--- src/rtl/cnfg_wr_if.sv ---
// rtl/cnfg_wr_if.sv - serial command input and latch register-file bus of cnfg_wr_decoder
interface cnfg_wr_if;
    logic        ser_in;
    logic        ser_valid;
    logic [3:0]  chip_id;
    logic [4:0]  addr;
    logic [15:0] data_in;
    logic        we;
    logic        rd_req;
    logic        busy;
    logic        err;

    modport master (
        output ser_in, ser_valid, chip_id,
        input  addr, data_in, we, rd_req, busy, err
    );

    modport slave (
        input  ser_in, ser_valid, chip_id,
        output addr, data_in, we, rd_req, busy, err
    );
endinterface

--- src/rtl/cnfg_wr_decoder.sv ---
// rtl/cnfg_wr_decoder.sv - serial config command decoder driving a latch register file
// Frame: header 10110, field(4), chip id(4), address(6), data(16, writes only), MSB first.
module cnfg_wr_decoder (
    input  logic     clk_i,
    input  logic     rst_i,
    cnfg_wr_if.slave bus_if
);
    localparam logic [4:0] HEADER   = 5'b10110;
    localparam logic [3:0] FIELD_WR = 4'b0010;
    localparam logic [3:0] FIELD_RD = 4'b0001;

    typedef enum logic [3:0] {
        S_HUNT,
        S_FIELD,
        S_CHIPID,
        S_ADDR,
        S_DATA,
        S_SKIP,
        S_SETUP,
        S_STROBE,
        S_HOLD,
        S_READ
    } state_t;

    state_t      state_q, state_d;
    logic [4:0]  window_q, window_d;
    logic [3:0]  cnt_q, cnt_d;
    logic [14:0] shift_q, shift_d;
    logic        is_wr_q, is_wr_d;
    logic        match_q, match_d;
    logic [4:0]  rx_addr_q, rx_addr_d;
    logic [4:0]  addr_q, addr_d;
    logic [15:0] data_q, data_d;
    logic        err_q, err_d;

    logic        bit_v;
    logic [15:0] shifted;
    logic [4:0]  window_next;

    assign bit_v       = bus_if.ser_valid;
    assign shifted     = {shift_q, bus_if.ser_in};
    assign window_next = {window_q[3:0], bus_if.ser_in};

    always_ff @(posedge clk_i) begin
        if (rst_i) begin
            state_q   <= S_HUNT;
            window_q  <= '0;
            cnt_q     <= '0;
            shift_q   <= '0;
            is_wr_q   <= 1'b0;
            match_q   <= 1'b0;
            rx_addr_q <= '0;
            addr_q    <= '0;
            data_q    <= '0;
            err_q     <= 1'b0;
        end else begin
            state_q   <= state_d;
            window_q  <= window_d;
            cnt_q     <= cnt_d;
            shift_q   <= shift_d;
            is_wr_q   <= is_wr_d;
            match_q   <= match_d;
            rx_addr_q <= rx_addr_d;
            addr_q    <= addr_d;
            data_q    <= data_d;
            err_q     <= err_d;
        end
    end

    always_comb begin
        state_d   = state_q;
        window_d  = window_q;
        cnt_d     = cnt_q;
        shift_d   = shift_q;
        is_wr_d   = is_wr_q;
        match_d   = match_q;
        rx_addr_d = rx_addr_q;
        addr_d    = addr_q;
        data_d    = data_q;
        err_d     = 1'b0;

        case (state_q)
            // Window restarts empty so a header can never borrow bits from the previous frame.
            S_HUNT: begin
                if (bit_v) begin
                    window_d = window_next;
                    if (window_next == HEADER) begin
                        window_d = '0;
                        cnt_d    = '0;
                        state_d  = S_FIELD;
                    end
                end
            end
            S_FIELD: begin
                if (bit_v) begin
                    shift_d = shifted[14:0];
                    cnt_d   = cnt_q + 4'd1;
                    if (cnt_q == 4'd3) begin
                        cnt_d = '0;
                        if (shifted[3:0] == FIELD_WR || shifted[3:0] == FIELD_RD) begin
                            is_wr_d = (shifted[3:0] == FIELD_WR);
                            state_d = S_CHIPID;
                        end else begin
                            err_d   = 1'b1;
                            state_d = S_HUNT;
                        end
                    end
                end
            end
            S_CHIPID: begin
                if (bit_v) begin
                    shift_d = shifted[14:0];
                    cnt_d   = cnt_q + 4'd1;
                    if (cnt_q == 4'd3) begin
                        cnt_d   = '0;
                        match_d = (shifted[3:0] == bus_if.chip_id) || shifted[3];
                        state_d = S_ADDR;
                    end
                end
            end
            // A foreign or out-of-range write still owns 16 data bits that must be swallowed.
            S_ADDR: begin
                if (bit_v) begin
                    shift_d = shifted[14:0];
                    cnt_d   = cnt_q + 4'd1;
                    if (cnt_q == 4'd5) begin
                        cnt_d = '0;
                        if (!match_q) begin
                            state_d = is_wr_q ? S_SKIP : S_HUNT;
                        end else if (shifted[5]) begin
                            err_d   = 1'b1;
                            state_d = is_wr_q ? S_SKIP : S_HUNT;
                        end else if (is_wr_q) begin
                            rx_addr_d = shifted[4:0];
                            state_d   = S_DATA;
                        end else begin
                            addr_d  = shifted[4:0];
                            state_d = S_READ;
                        end
                    end
                end
            end
            S_DATA: begin
                if (bit_v) begin
                    shift_d = shifted[14:0];
                    cnt_d   = cnt_q + 4'd1;
                    if (cnt_q == 4'd15) begin
                        cnt_d   = '0;
                        addr_d  = rx_addr_q;
                        data_d  = shifted;
                        state_d = S_SETUP;
                    end
                end
            end
            S_SKIP: begin
                if (bit_v) begin
                    cnt_d = cnt_q + 4'd1;
                    if (cnt_q == 4'd15) begin
                        cnt_d   = '0;
                        state_d = S_HUNT;
                    end
                end
            end
            // Bits arriving while the register file is being driven are lost and flagged.
            S_SETUP: begin
                err_d   = bit_v;
                state_d = S_STROBE;
            end
            S_STROBE: begin
                err_d   = bit_v;
                state_d = S_HOLD;
            end
            S_HOLD: begin
                err_d   = bit_v;
                state_d = S_HUNT;
            end
            S_READ: begin
                err_d   = bit_v;
                state_d = S_HUNT;
            end
            default: begin
                state_d = S_HUNT;
            end
        endcase
    end

    assign bus_if.addr    = addr_q;
    assign bus_if.data_in = data_q;
    assign bus_if.we      = (state_q == S_STROBE);
    assign bus_if.rd_req  = (state_q == S_READ);
    assign bus_if.busy    = (state_q != S_HUNT);
    assign bus_if.err     = err_q;
endmodule

--- src/flat_wrapper.sv ---
// flat-port wrapper written by rule: the top's interface ports become plain ports
module cnfg_wr_decoder_flat 
  (clk_i, rst_i, bus_if_ser_in, bus_if_ser_valid, bus_if_chip_id, bus_if_addr, bus_if_data_in, bus_if_we, bus_if_rd_req, bus_if_busy, bus_if_err);
  cnfg_wr_if bus_if_i ();
  input  logic clk_i;
  input  logic rst_i;
  input wire logic [$bits(bus_if_i.ser_in)-1:0] bus_if_ser_in;
  input wire logic [$bits(bus_if_i.ser_valid)-1:0] bus_if_ser_valid;
  input wire logic [$bits(bus_if_i.chip_id)-1:0] bus_if_chip_id;
  output wire logic [$bits(bus_if_i.addr)-1:0] bus_if_addr;
  output wire logic [$bits(bus_if_i.data_in)-1:0] bus_if_data_in;
  output wire logic [$bits(bus_if_i.we)-1:0] bus_if_we;
  output wire logic [$bits(bus_if_i.rd_req)-1:0] bus_if_rd_req;
  output wire logic [$bits(bus_if_i.busy)-1:0] bus_if_busy;
  output wire logic [$bits(bus_if_i.err)-1:0] bus_if_err;
  assign bus_if_i.ser_in = bus_if_ser_in;
  assign bus_if_i.ser_valid = bus_if_ser_valid;
  assign bus_if_i.chip_id = bus_if_chip_id;
  assign bus_if_addr = bus_if_i.addr;
  assign bus_if_data_in = bus_if_i.data_in;
  assign bus_if_we = bus_if_i.we;
  assign bus_if_rd_req = bus_if_i.rd_req;
  assign bus_if_busy = bus_if_i.busy;
  assign bus_if_err = bus_if_i.err;
  cnfg_wr_decoder u_core (.clk_i(clk_i), .rst_i(rst_i), .bus_if(bus_if_i));
endmodule
--- config.mk ---
export PLATFORM = sky130hd
export DESIGN_NAME = cnfg_wr_decoder_flat
export DESIGN_NICKNAME = d
export VERILOG_FILES = /design/src/rtl/cnfg_wr_if.sv /design/src/rtl/cnfg_wr_decoder.sv /design/src/flat_wrapper.sv
export SDC_FILE = /design/constraint.sdc
export NUM_CORES = 1
export LEC_CHECK = 0
export BUFFER_PORTS_ARGS = -buffer_cell sky130_fd_sc_hd__buf_2
export CAP_MARGIN = 20
export CORE_MARGIN = 4
export CORE_UTILIZATION = 53
export DETAILED_ROUTE_END_ITERATION = 6
export PLACE_DENSITY_LB_ADDON = 0.12
export SLEW_MARGIN = 20
export SYNTH_ARGS = -nofsm -noshare
export SYNTH_HDL_FRONTEND = slang
export SYNTH_SLANG_ARGS = --single-unit
--- constraint.sdc ---
create_clock -name clk_i -period 2.95 [get_ports clk_i]
set_clock_uncertainty 0.15 [all_clocks]
set_input_delay 0.295 -clock clk_i [delete_from_list [all_inputs] [get_ports clk_i]]
set_output_delay 0.295 -clock clk_i [all_outputs]
set_load 0.005 [all_outputs]
==> metrics.txt, run 1 <==
# TYPE chip_impl_metric gauge
chip_impl_info{name="cts_root_buf",value="sky130_fd_sc_hd__clkbuf_8"} 1
chip_impl_info{name="hp_class",value="in -> reg"} 1
chip_impl_metric{name="worst-slew-pin-transition",unit="ns"} 0.672
chip_impl_metric{name="worstPathMaxFanout",unit=""} 19
chip_impl_metric{name="placement.io_buffers",unit=""} 32
chip_impl_metric{name="die_area",unit="um^2"} 6210
chip_impl_metric{name="syn-mean-instance-area",unit="um^2"} 9.22
chip_impl_metric{name="synthToLayoutAreaGrowth",unit="%"} 8.91
chip_impl_metric{name="finalWeightedCongestion",unit=""} 0.811
chip_impl_metric{name="p_per_area",unit="nW/um^2"} 419
chip_impl_info{name="cts_tree",value="yes"} 1
chip_impl_metric{name="dr_total_vias",unit=""} 2037
chip_impl_metric{name="multi_input_area",unit="um^2"} 1400
chip_impl_metric{name="wl_cell",unit="um"} 14.0
chip_impl_metric{name="insertedDiodeCount",unit=""} 0
chip_impl_metric{name="postLayoutSetupSlackWorst",unit="ns"} 0.663
chip_impl_metric{name="synthesis.area",unit="um^2"} 2660
chip_impl_info{name="worstSetupPathType",value="reg -> reg"} 1
chip_impl_metric{name="setup_violations",unit=""} 0
chip_impl_metric{name="timing.critical_path.required",unit="ns"} 3.05
chip_impl_info{name="r2r_end",value="u_core.cnt_q[3]$_SDFFE_PP0P_"} 1
chip_impl_metric{name="drt_iter0_drc",unit=""} 142
chip_impl_info{name="worst_setup_path_end_kind",value="register"} 1
chip_impl_metric{name="cts_resized",unit=""} 0
chip_impl_metric{name="ys_ff_latch",unit=""} 56
chip_impl_metric{name="synth_edf_count",unit=""} 0
chip_impl_metric{name="antenna_left",unit=""} 0
chip_impl_metric{name="yosys_warnings",unit=""} 0
chip_impl_metric{name="cap_violations",unit=""} 0
chip_impl_metric{name="tcrit_tclk_final",unit=""} 0.775
chip_impl_info{name="setup.worst_path.end",value="u_core.cnt_q[3]$_SDFFE_PP0P_"} 1
chip_impl_metric{name="synth_seq_area_share",unit=""} 0.422
chip_impl_metric{name="drc",unit=""} 0
chip_impl_metric{name="ir_drop",unit="V"} 0.000230
chip_impl_metric{name="row_count",unit=""} 25
chip_impl_metric{name="ff2ff_path_depth",unit=""} 5
chip_impl_metric{name="synthCells",unit=""} 288
chip_impl_metric{name="grt_pass1_wl",unit="um"} 9040
chip_impl_metric{name="die_w",unit="um"} 78.8
chip_impl_info{name="synth.most_common_cell",value="sky130_fd_sc_hd__nor2_1"} 1
chip_impl_metric{name="synth_nets",unit=""} 299
chip_impl_metric{name="hpwl",unit="um"} 3530
chip_impl_metric{name="hold_viol",unit=""} 0
chip_impl_info{name="grt_setup_unrepaired",value="no"} 1
chip_impl_info{name="synth_area_leader_cell",value="sky130_fd_sc_hd__dfxtp_1"} 1
chip_impl_metric{name="aggregate_negative_setup_slack",unit="ns"} 0
chip_impl_metric{name="yosys.cell_types.count",unit=""} 49
chip_impl_info{name="status",value="complete, no violations"} 1
chip_impl_metric{name="clock.fmax",unit="GHz"} 0.437
chip_impl_metric{name="grt_start_max_net_pins",unit=""} 40
chip_impl_metric{name="asyncSetResetFlopFracSynth",unit=""} 0
chip_impl_metric{name="pre_cts_ws",unit="ns"} 0.738
chip_impl_metric{name="post_cts.repair.setup_buffers",unit=""} 0
chip_impl_metric{name="globalRouteOverflowTotal",unit=""} 0
chip_impl_metric{name="layout_cell_share_with_drive_strength_beyond_1",unit=""} 0.175
chip_impl_metric{name="cp.arrival",unit="ns"} 2.39
chip_impl_info{name="critPathLaunch",value="u_core.state_q[1]$_SDFFE_PP0P_"} 1
chip_impl_metric{name="cts_max_level",unit=""} 2
chip_impl_metric{name="utilization",unit=""} 0.604
chip_impl_metric{name="die-height",unit="um"} 78.8
chip_impl_metric{name="global_route.usage.total",unit=""} 0.183
chip_impl_metric{name="r2r_slack",unit="ns"} 0.66
chip_impl_metric{name="clkLatencyLatePin",unit="ns"} 0.31
chip_impl_info{name="crit_path_start_kind",value="register"} 1
chip_impl_info{name="synth.cells.most_frequent",value="57 x sky130_fd_sc_hd__nor2_1, 56 x sky130_fd_sc_hd__dfxtp_1, 43 x sky130_fd_sc_hd__mux2i_1"} 1
chip_impl_metric{name="cts_inserted_buffers",unit=""} 5
chip_impl_metric{name="route.detailed.vias_per_inst",unit=""} 5.43
chip_impl_metric{name="finalWirelength",unit="um"} 5260
chip_impl_metric{name="clkSlewWorstSetupHoldPaths",unit="ns"} 0.10
chip_impl_metric{name="finalPower",unit="uW"} 1210
chip_impl_metric{name="report.final.slew_viol_count",unit=""} 0
chip_impl_metric{name="cts_max_path_buffers",unit=""} 2
chip_impl_metric{name="fill_cells",unit=""} 444
chip_impl_metric{name="static-leakage-power",unit="uW"} 0.00142
chip_impl_metric{name="relSlewSlack",unit=""} 0.552
chip_impl_metric{name="vias_in_the_first_global_route",unit=""} 1918
chip_impl_metric{name="post-route-min-period",unit="ns"} 2.29
chip_impl_metric{name="firstDrtPassIters",unit=""} 4
chip_impl_info{name="regToRegStartpoint",value="u_core.state_q[1]$_SDFFE_PP0P_"} 1
chip_impl_metric{name="hold_slack",unit="ns"} 0.204
chip_impl_metric{name="post_synth_top_area_share",unit=""} 0.422
chip_impl_info{name="synth_ff_type",value="sky130_fd_sc_hd__dfxtp_1"} 1
chip_impl_metric{name="ios",unit=""} 33
chip_impl_metric{name="sequential_cell_area",unit="um^2"} 1120
chip_impl_metric{name="grt_antenna_before_repair",unit=""} 0
chip_impl_info{name="ys_top_cells_by_area",value="sky130_fd_sc_hd__dfxtp_1 42%, sky130_fd_sc_hd__mux2i_1 16%, sky130_fd_sc_hd__nor2_1 8.1%"} 1
chip_impl_metric{name="fp.coreArea",unit="um^2"} 4790
chip_impl_metric{name="final_nets",unit=""} 318
chip_impl_metric{name="numClockSinks",unit=""} 56
chip_impl_metric{name="initial_utilization",unit=""} 0.555
chip_impl_metric{name="postCtsHoldBufs",unit=""} 0
per-layer routing:
layer	track usage	vias up	share of wire
li1	-	1041	-
met1	0.246	951	0.50
met5	0	-	0
met3	0.0363	7	0.037
met4	0.0804	0	0.017
met2	0.284	38	0.45
stage by stage:
stage               std cells  area, um^2
finish                    375        2890
global route              375        2890
CTS                       375        2890
detailed placement        367        2800
global placement          367        2800
floorplan                 288        2660
power breakdown:
part	internal [uW]	leakage (uW)	switching, uW
combinational	10.1	0.000925	23.7
sequential	757	0.000451	1.04
clock	169	0.0000414	251
total	936	0.00142	276
flip-flops by register name, indices dropped and copies added, names as in the netlist:
register and cells:
u_core.bus_if.addr 5, u_core.bus_if.data_in 16, u_core.bus_if.err 1, u_core.cnt_q 4
u_core.is_wr_q 1, u_core.match_q 1, u_core.rx_addr_q 5, u_core.shift_q 15
u_core.state_q 4, u_core.window_q 4
worst max-delay path, cell delays in order, from the launching register on:
cell,delay (ns)
sky130_fd_sc_hd__dfxtp_1,0.75
sky130_fd_sc_hd__inv_1,0.26
sky130_fd_sc_hd__o21ai_1,0.28
sky130_fd_sc_hd__a31oi_4,0.14
sky130_fd_sc_hd__or4_1,0.49
sky130_fd_sc_hd__a31oi_1,0.15
worst min path at each step:
stage                                                      from                                    end  slack [ns]  cells after the start
after floorplan           u_core.bus_if.data_in[5]$_SDFFE_PP0P_  u_core.bus_if.data_in[5]$_SDFFE_PP0P_        0.30                      2
after global placement    u_core.bus_if.data_in[5]$_SDFFE_PP0P_  u_core.bus_if.data_in[5]$_SDFFE_PP0P_        0.29                      2
after detailed placement  u_core.bus_if.data_in[5]$_SDFFE_PP0P_  u_core.bus_if.data_in[5]$_SDFFE_PP0P_        0.31                      2
after CTS                                     bus_if_chip_id[3]            u_core.match_q$_SDFFE_PP0P_        0.20                      4
after global routing                          bus_if_chip_id[3]            u_core.match_q$_SDFFE_PP0P_        0.21                      4
final                                                     rst_i       u_core.rx_addr_q[0]$_SDFFE_PP0P_        0.20                      2
kinds of logic (layout without fill, tap and decap cells):
logic type	after synthesis	in the layout	share of synthesized area
AND/OR/NAND/NOR	113	113	0.224
flip-flops	56	56	0.422
multiplexers	47	47	0.179
AO/OA/AOI/OAI	36	36	0.0952
buffers and inverters	29	49	0.0518
XOR/XNOR	4	4	0.0132
adder cells (fa/ha/maj)	3	3	0.0141
cell type report:
class,instances,share of cell area
multi-input cells,203,0.483
clock buffers,6,0.0251
flip-flops and latches,56,0.388
clock inverters,2,0.00563
inverters,7,0.00909
repair buffers,34,0.0606
well taps,67,0.0290
cell usage in the layout, fill, tap and decap left out, drive strengths merged, types with 2 or more instances in the layout:
cell type and n:
nor3 5, mux2 4, dfxtp 56, nand2 12
buf 34, nand3 8, nor2 58, o21ai 7
a211oi 3, nor4b 3, and4b 3, nand2b 2
mux2i 43, a31oi 3, o21bai 2, clkbuf 6
or3 3, nand3b 5, ha 3, xor2 4
a22oi 3, a21oi 11, or3b 2, inv 7
nand4 4
Note: power is estimated with default switching activity, not from simulation.
==> inputs of run 2 (changes only) <==
--- a/config.mk
+++ b/config.mk
@@ -5,6 +5,7 @@
 export SDC_FILE = /design/constraint.sdc
 export NUM_CORES = 1
 export LEC_CHECK = 0
+export ABC_AREA = 1
 export BUFFER_PORTS_ARGS = -buffer_cell sky130_fd_sc_hd__buf_2
 export CAP_MARGIN = 20
 export CORE_MARGIN = 4
==> constraint.sdc (replaced) <==
create_clock -name clk_i -period 2.4 [get_ports clk_i]
set_clock_uncertainty 0.15 [all_clocks]
set_input_delay 0.24 -clock clk_i [delete_from_list [all_inputs] [get_ports clk_i]]
set_output_delay 0.24 -clock clk_i [all_outputs]
set_load 0.005 [all_outputs]
==> metrics.txt, run 2 <==
# TYPE chip_impl_metric gauge
chip_impl_info{name="status",value="complete, no violations"} 1
chip_impl_metric{name="synthesis.area",unit="um^2"} 2610
chip_impl_metric{name="final-instance-count-excl-fill",unit=""} 447
chip_impl_metric{name="static-leakage-power",unit="uW"} 0.00118
chip_impl_metric{name="grt_antenna_before_repair",unit=""} 0
chip_impl_metric{name="dpl-instance-area",unit="um^2"} 2800
chip_impl_metric{name="synthToLayoutAreaGrowth",unit="%"} 10.8
chip_impl_info{name="timing.hold.worst.start",value="bus_if_chip_id[3]"} 1
chip_impl_metric{name="die-height",unit="um"} 78.2
chip_impl_metric{name="p_per_area",unit="nW/um^2"} 536
chip_impl_metric{name="insertedDiodeCount",unit=""} 0
chip_impl_metric{name="synthCells",unit=""} 352
chip_impl_metric{name="grt_start_max_net_pins",unit=""} 32
chip_impl_info{name="mostFrequentLayoutCell",value="sky130_fd_sc_hd__dfxtp_1"} 1
chip_impl_metric{name="p_seq_frac",unit=""} 0.603
chip_impl_metric{name="largest_register_ff_count",unit=""} 16
chip_impl_metric{name="timing.critical_path.required",unit="ns"} 2.51
chip_impl_metric{name="hpwl",unit="um"} 4010
chip_impl_metric{name="power.switching_fraction",unit=""} 0.248
chip_impl_info{name="synth.cells.most_frequent",value="56 x sky130_fd_sc_hd__dfxtp_1, 48 x sky130_fd_sc_hd__a21oi_1, 46 x sky130_fd_sc_hd__o21ai_0, 43 x sky130_fd_sc_hd__nand2_1, 40 x sky130_fd_sc_hd__inv_1"} 1
chip_impl_info{name="grt_setup_unrepaired",value="no"} 1
chip_impl_metric{name="wl_cell",unit="um"} 12.7
chip_impl_metric{name="initial_utilization",unit=""} 0.549
chip_impl_metric{name="hold_slack",unit="ns"} 0.0756
chip_impl_metric{name="finalWirelength",unit="um"} 5660
chip_impl_metric{name="multi_input_area",unit="um^2"} 1220
chip_impl_metric{name="yosys.cell_types.count",unit=""} 29
chip_impl_metric{name="post_synth_top_area_share",unit=""} 0.430
chip_impl_metric{name="cp.arrival",unit="ns"} 1.98
chip_impl_metric{name="placement.io_buffers",unit=""} 32
chip_impl_metric{name="worst-slew-pin-transition",unit="ns"} 0.443
chip_impl_metric{name="synth_seq_area_share",unit=""} 0.430
chip_impl_metric{name="global_route.usage.total",unit=""} 0.198
chip_impl_metric{name="tcrit_tclk_final",unit=""} 0.780
chip_impl_info{name="r2r_end",value="u_core.bus_if.data_in[10]$_SDFFE_PP0P_"} 1
chip_impl_metric{name="fin_area",unit="um^2"} 2890
chip_impl_metric{name="power_report.internal_total",unit="uW"} 1170
chip_impl_info{name="regToRegStartpoint",value="u_core.cnt_q[0]$_SDFFE_PP0P_"} 1
chip_impl_metric{name="hold_viol",unit=""} 0
chip_impl_metric{name="final_nets",unit=""} 390
chip_impl_metric{name="post_cts.repair.setup_buffers",unit=""} 0
chip_impl_metric{name="die_w",unit="um"} 78.2
chip_impl_metric{name="ios",unit=""} 33
chip_impl_metric{name="synth_edf_count",unit=""} 0
chip_impl_info{name="cts_tree",value="yes"} 1
chip_impl_info{name="crit_path_start_kind",value="register"} 1
chip_impl_metric{name="report.final.slew_viol_count",unit=""} 0
chip_impl_metric{name="grt_pass1_wl",unit="um"} 9810
chip_impl_info{name="synth.most_common_cell",value="sky130_fd_sc_hd__dfxtp_1"} 1
chip_impl_metric{name="cap_violations",unit=""} 0
chip_impl_metric{name="setup_violations",unit=""} 0
chip_impl_info{name="synth_ff_type",value="sky130_fd_sc_hd__dfxtp_1"} 1
chip_impl_metric{name="ir_drop",unit="V"} 0.000272
chip_impl_metric{name="min_delay_path_depth",unit=""} 4
chip_impl_metric{name="sequential_cell_area",unit="um^2"} 1120
chip_impl_metric{name="firstDrtPassIters",unit=""} 5
chip_impl_metric{name="globalRouteOverflowTotal",unit=""} 0
chip_impl_metric{name="route.detailed.vias_per_inst",unit=""} 5.23
chip_impl_info{name="layout_common_cells",value="56 x sky130_fd_sc_hd__dfxtp_1, 48 x sky130_fd_sc_hd__a21oi_1, 46 x sky130_fd_sc_hd__o21ai_0"} 1
chip_impl_metric{name="row_count",unit=""} 25
chip_impl_metric{name="cts_max_level",unit=""} 2
chip_impl_metric{name="r2r_slack",unit="ns"} 0.53
chip_impl_metric{name="clock.fmax",unit="GHz"} 0.534
chip_impl_metric{name="clkLatencyLatePin",unit="ns"} 0.32
chip_impl_metric{name="syn-mean-instance-area",unit="um^2"} 7.41
chip_impl_metric{name="die_area",unit="um^2"} 6110
chip_impl_metric{name="cts_resized",unit=""} 0
chip_impl_info{name="worstSetupPathType",value="reg -> reg"} 1
chip_impl_metric{name="post-route-min-period",unit="ns"} 1.87
chip_impl_metric{name="fill_cells",unit=""} 469
chip_impl_metric{name="antenna_left",unit=""} 0
chip_impl_metric{name="aggregate_negative_setup_slack",unit="ns"} 0
chip_impl_metric{name="cts_max_path_buffers",unit=""} 2
chip_impl_metric{name="finalWeightedCongestion",unit=""} 0.899
chip_impl_metric{name="numClockSinks",unit=""} 56
chip_impl_metric{name="numPlacedInstances",unit=""} 439
chip_impl_metric{name="relSlewSlack",unit=""} 0.704
chip_impl_metric{name="power.net_switching",unit="uW"} 385
chip_impl_metric{name="layout_cell_share_with_drive_strength_beyond_1",unit=""} 0.176
chip_impl_metric{name="drt_iter0_drc",unit=""} 181
chip_impl_metric{name="cts_inserted_buffers",unit=""} 5
chip_impl_metric{name="asyncSetResetFlopFracSynth",unit=""} 0
chip_impl_metric{name="drc",unit=""} 0
chip_impl_metric{name="ff2ff_path_depth",unit=""} 7
chip_impl_info{name="cts_root_buf",value="sky130_fd_sc_hd__clkbuf_8"} 1
chip_impl_metric{name="ys_ff_latch",unit=""} 56
chip_impl_info{name="whs_endpoint",value="u_core.match_q$_SDFFE_PP0P_"} 1
chip_impl_metric{name="postCtsHoldBufs",unit=""} 0
chip_impl_info{name="hp_class",value="in -> reg"} 1
chip_impl_metric{name="fp.coreArea",unit="um^2"} 4750
chip_impl_metric{name="vias_in_the_first_global_route",unit=""} 2120
chip_impl_metric{name="power.share.combinational",unit=""} 0.040
chip_impl_metric{name="worstPathMaxFanout",unit=""} 31
chip_impl_info{name="synth_area_leader_cell",value="sky130_fd_sc_hd__dfxtp_1"} 1
chip_impl_metric{name="synth_nets",unit=""} 363
chip_impl_metric{name="clkSlewWorstSetupHoldPaths",unit="ns"} 0.11
chip_impl_info{name="worst_setup_path_end_kind",value="register"} 1
chip_impl_metric{name="dr_total_vias",unit=""} 2337
chip_impl_info{name="ys_top_cells_by_area",value="sky130_fd_sc_hd__dfxtp_1 43%, sky130_fd_sc_hd__a21oi_1 9.2%, sky130_fd_sc_hd__o21ai_0 8.8%"} 1
chip_impl_metric{name="clkPwrFrac",unit=""} 0.357
chip_impl_metric{name="yosys_warnings",unit=""} 0
## run 2: cell count changes after synthesis, moves of 20 or more
cell                      delta
sky130_fd_sc_hd__inv_1      +33
sky130_fd_sc_hd__nor2_1     -20
sky130_fd_sc_hd__a21oi_1    +37
sky130_fd_sc_hd__o21ai_0    +40
sky130_fd_sc_hd__nand2_1    +32
sky130_fd_sc_hd__mux2i_1    -43
## run 2: per-layer routing
metal	part of all wire	up-vias	wire length (um)	global-route usage
met2	0.45	47	2530	0.319
met3	0.047	5	266	0.0447
met1	0.50	1048	2810	0.264
met4	0.0099	0	56	0.0577
li1	-	1237	-	-
met5	0	-	0	0
## run 2: layout make-up
type,instances,area share
multi-input combinational,232,0.421
sequential,56,0.388
timing repair buffer,37,0.0684
inverter,47,0.0615
tap,67,0.0290
clock inverter,3,0.00866
clock buffer,5,0.0238
## run 2: worst max-delay path, stage by stage (launching register included)
cell and delay [ns]:
sky130_fd_sc_hd__dfxtp_1 0.39, sky130_fd_sc_hd__ha_1 0.24, sky130_fd_sc_hd__nand3_1 0.16, sky130_fd_sc_hd__nor2_1 0.13
sky130_fd_sc_hd__nand2_1 0.08, sky130_fd_sc_hd__inv_2 0.36, sky130_fd_sc_hd__o21ai_0 0.16, sky130_fd_sc_hd__a21oi_1 0.13
## run 2: worst max-delay path by stage
stage	slack (ns)	cells after the start	startpoint	end
global route	0.28	7	u_core.cnt_q[0]$_SDFFE_PP0P_	u_core.bus_if.data_in[12]$_SDFFE_PP0P_
global placement	0.61	7	u_core.cnt_q[0]$_SDFFE_PP0P_	u_core.bus_if.data_in[9]$_SDFFE_PP0P_
finish	0.53	7	u_core.cnt_q[0]$_SDFFE_PP0P_	u_core.bus_if.data_in[10]$_SDFFE_PP0P_
CTS	0.52	7	u_core.cnt_q[0]$_SDFFE_PP0P_	u_core.bus_if.data_in[10]$_SDFFE_PP0P_
floorplan	0.91	8	u_core.cnt_q[0]$_SDFFE_PP0P_	u_core.bus_if.addr[0]$_SDFFE_PP0P_
detailed placement	0.54	7	u_core.cnt_q[0]$_SDFFE_PP0P_	u_core.bus_if.data_in[3]$_SDFFE_PP0P_
## run 2: cells by family (layout without fill, tap and decap cells)
kind of cell             after synthesis  count (layout)  share of synthesized area
adder cells (fa/ha/maj)                3               3                     0.0144
flip-flops                            56              56                      0.430
XOR/XNOR                               1               1                    0.00336
buffers and inverters                 64              92                      0.104
AND/OR/NAND/NOR                      113             113                      0.202
AO/OA/AOI/OAI                        115             115                      0.246
## run 2: power groups by stage
stage | registers [uW] | clock network [uW] | logic, uW
CTS | 935 | 557 | 61.7
global placement | 956 | 0 | 61.3
finish | 935 | 553 | 61.8
floorplan | 956 | 0 | 40.1
detailed placement | 956 | 0 | 61.6
global route | 936 | 610 | 71.2
## run 2: through the flow
step | total power [uW] | worst slack, ns | util
after floorplan | 996 | 0.908 | -
after global placement | 1020 | 0.615 | 0.588
after detailed placement | 1020 | 0.539 | 0.588
after CTS | 1550 | 0.516 | 0.608
after global routing | 1620 | 0.276 | 0.608
final | 1550 | 0.527 | 0.608
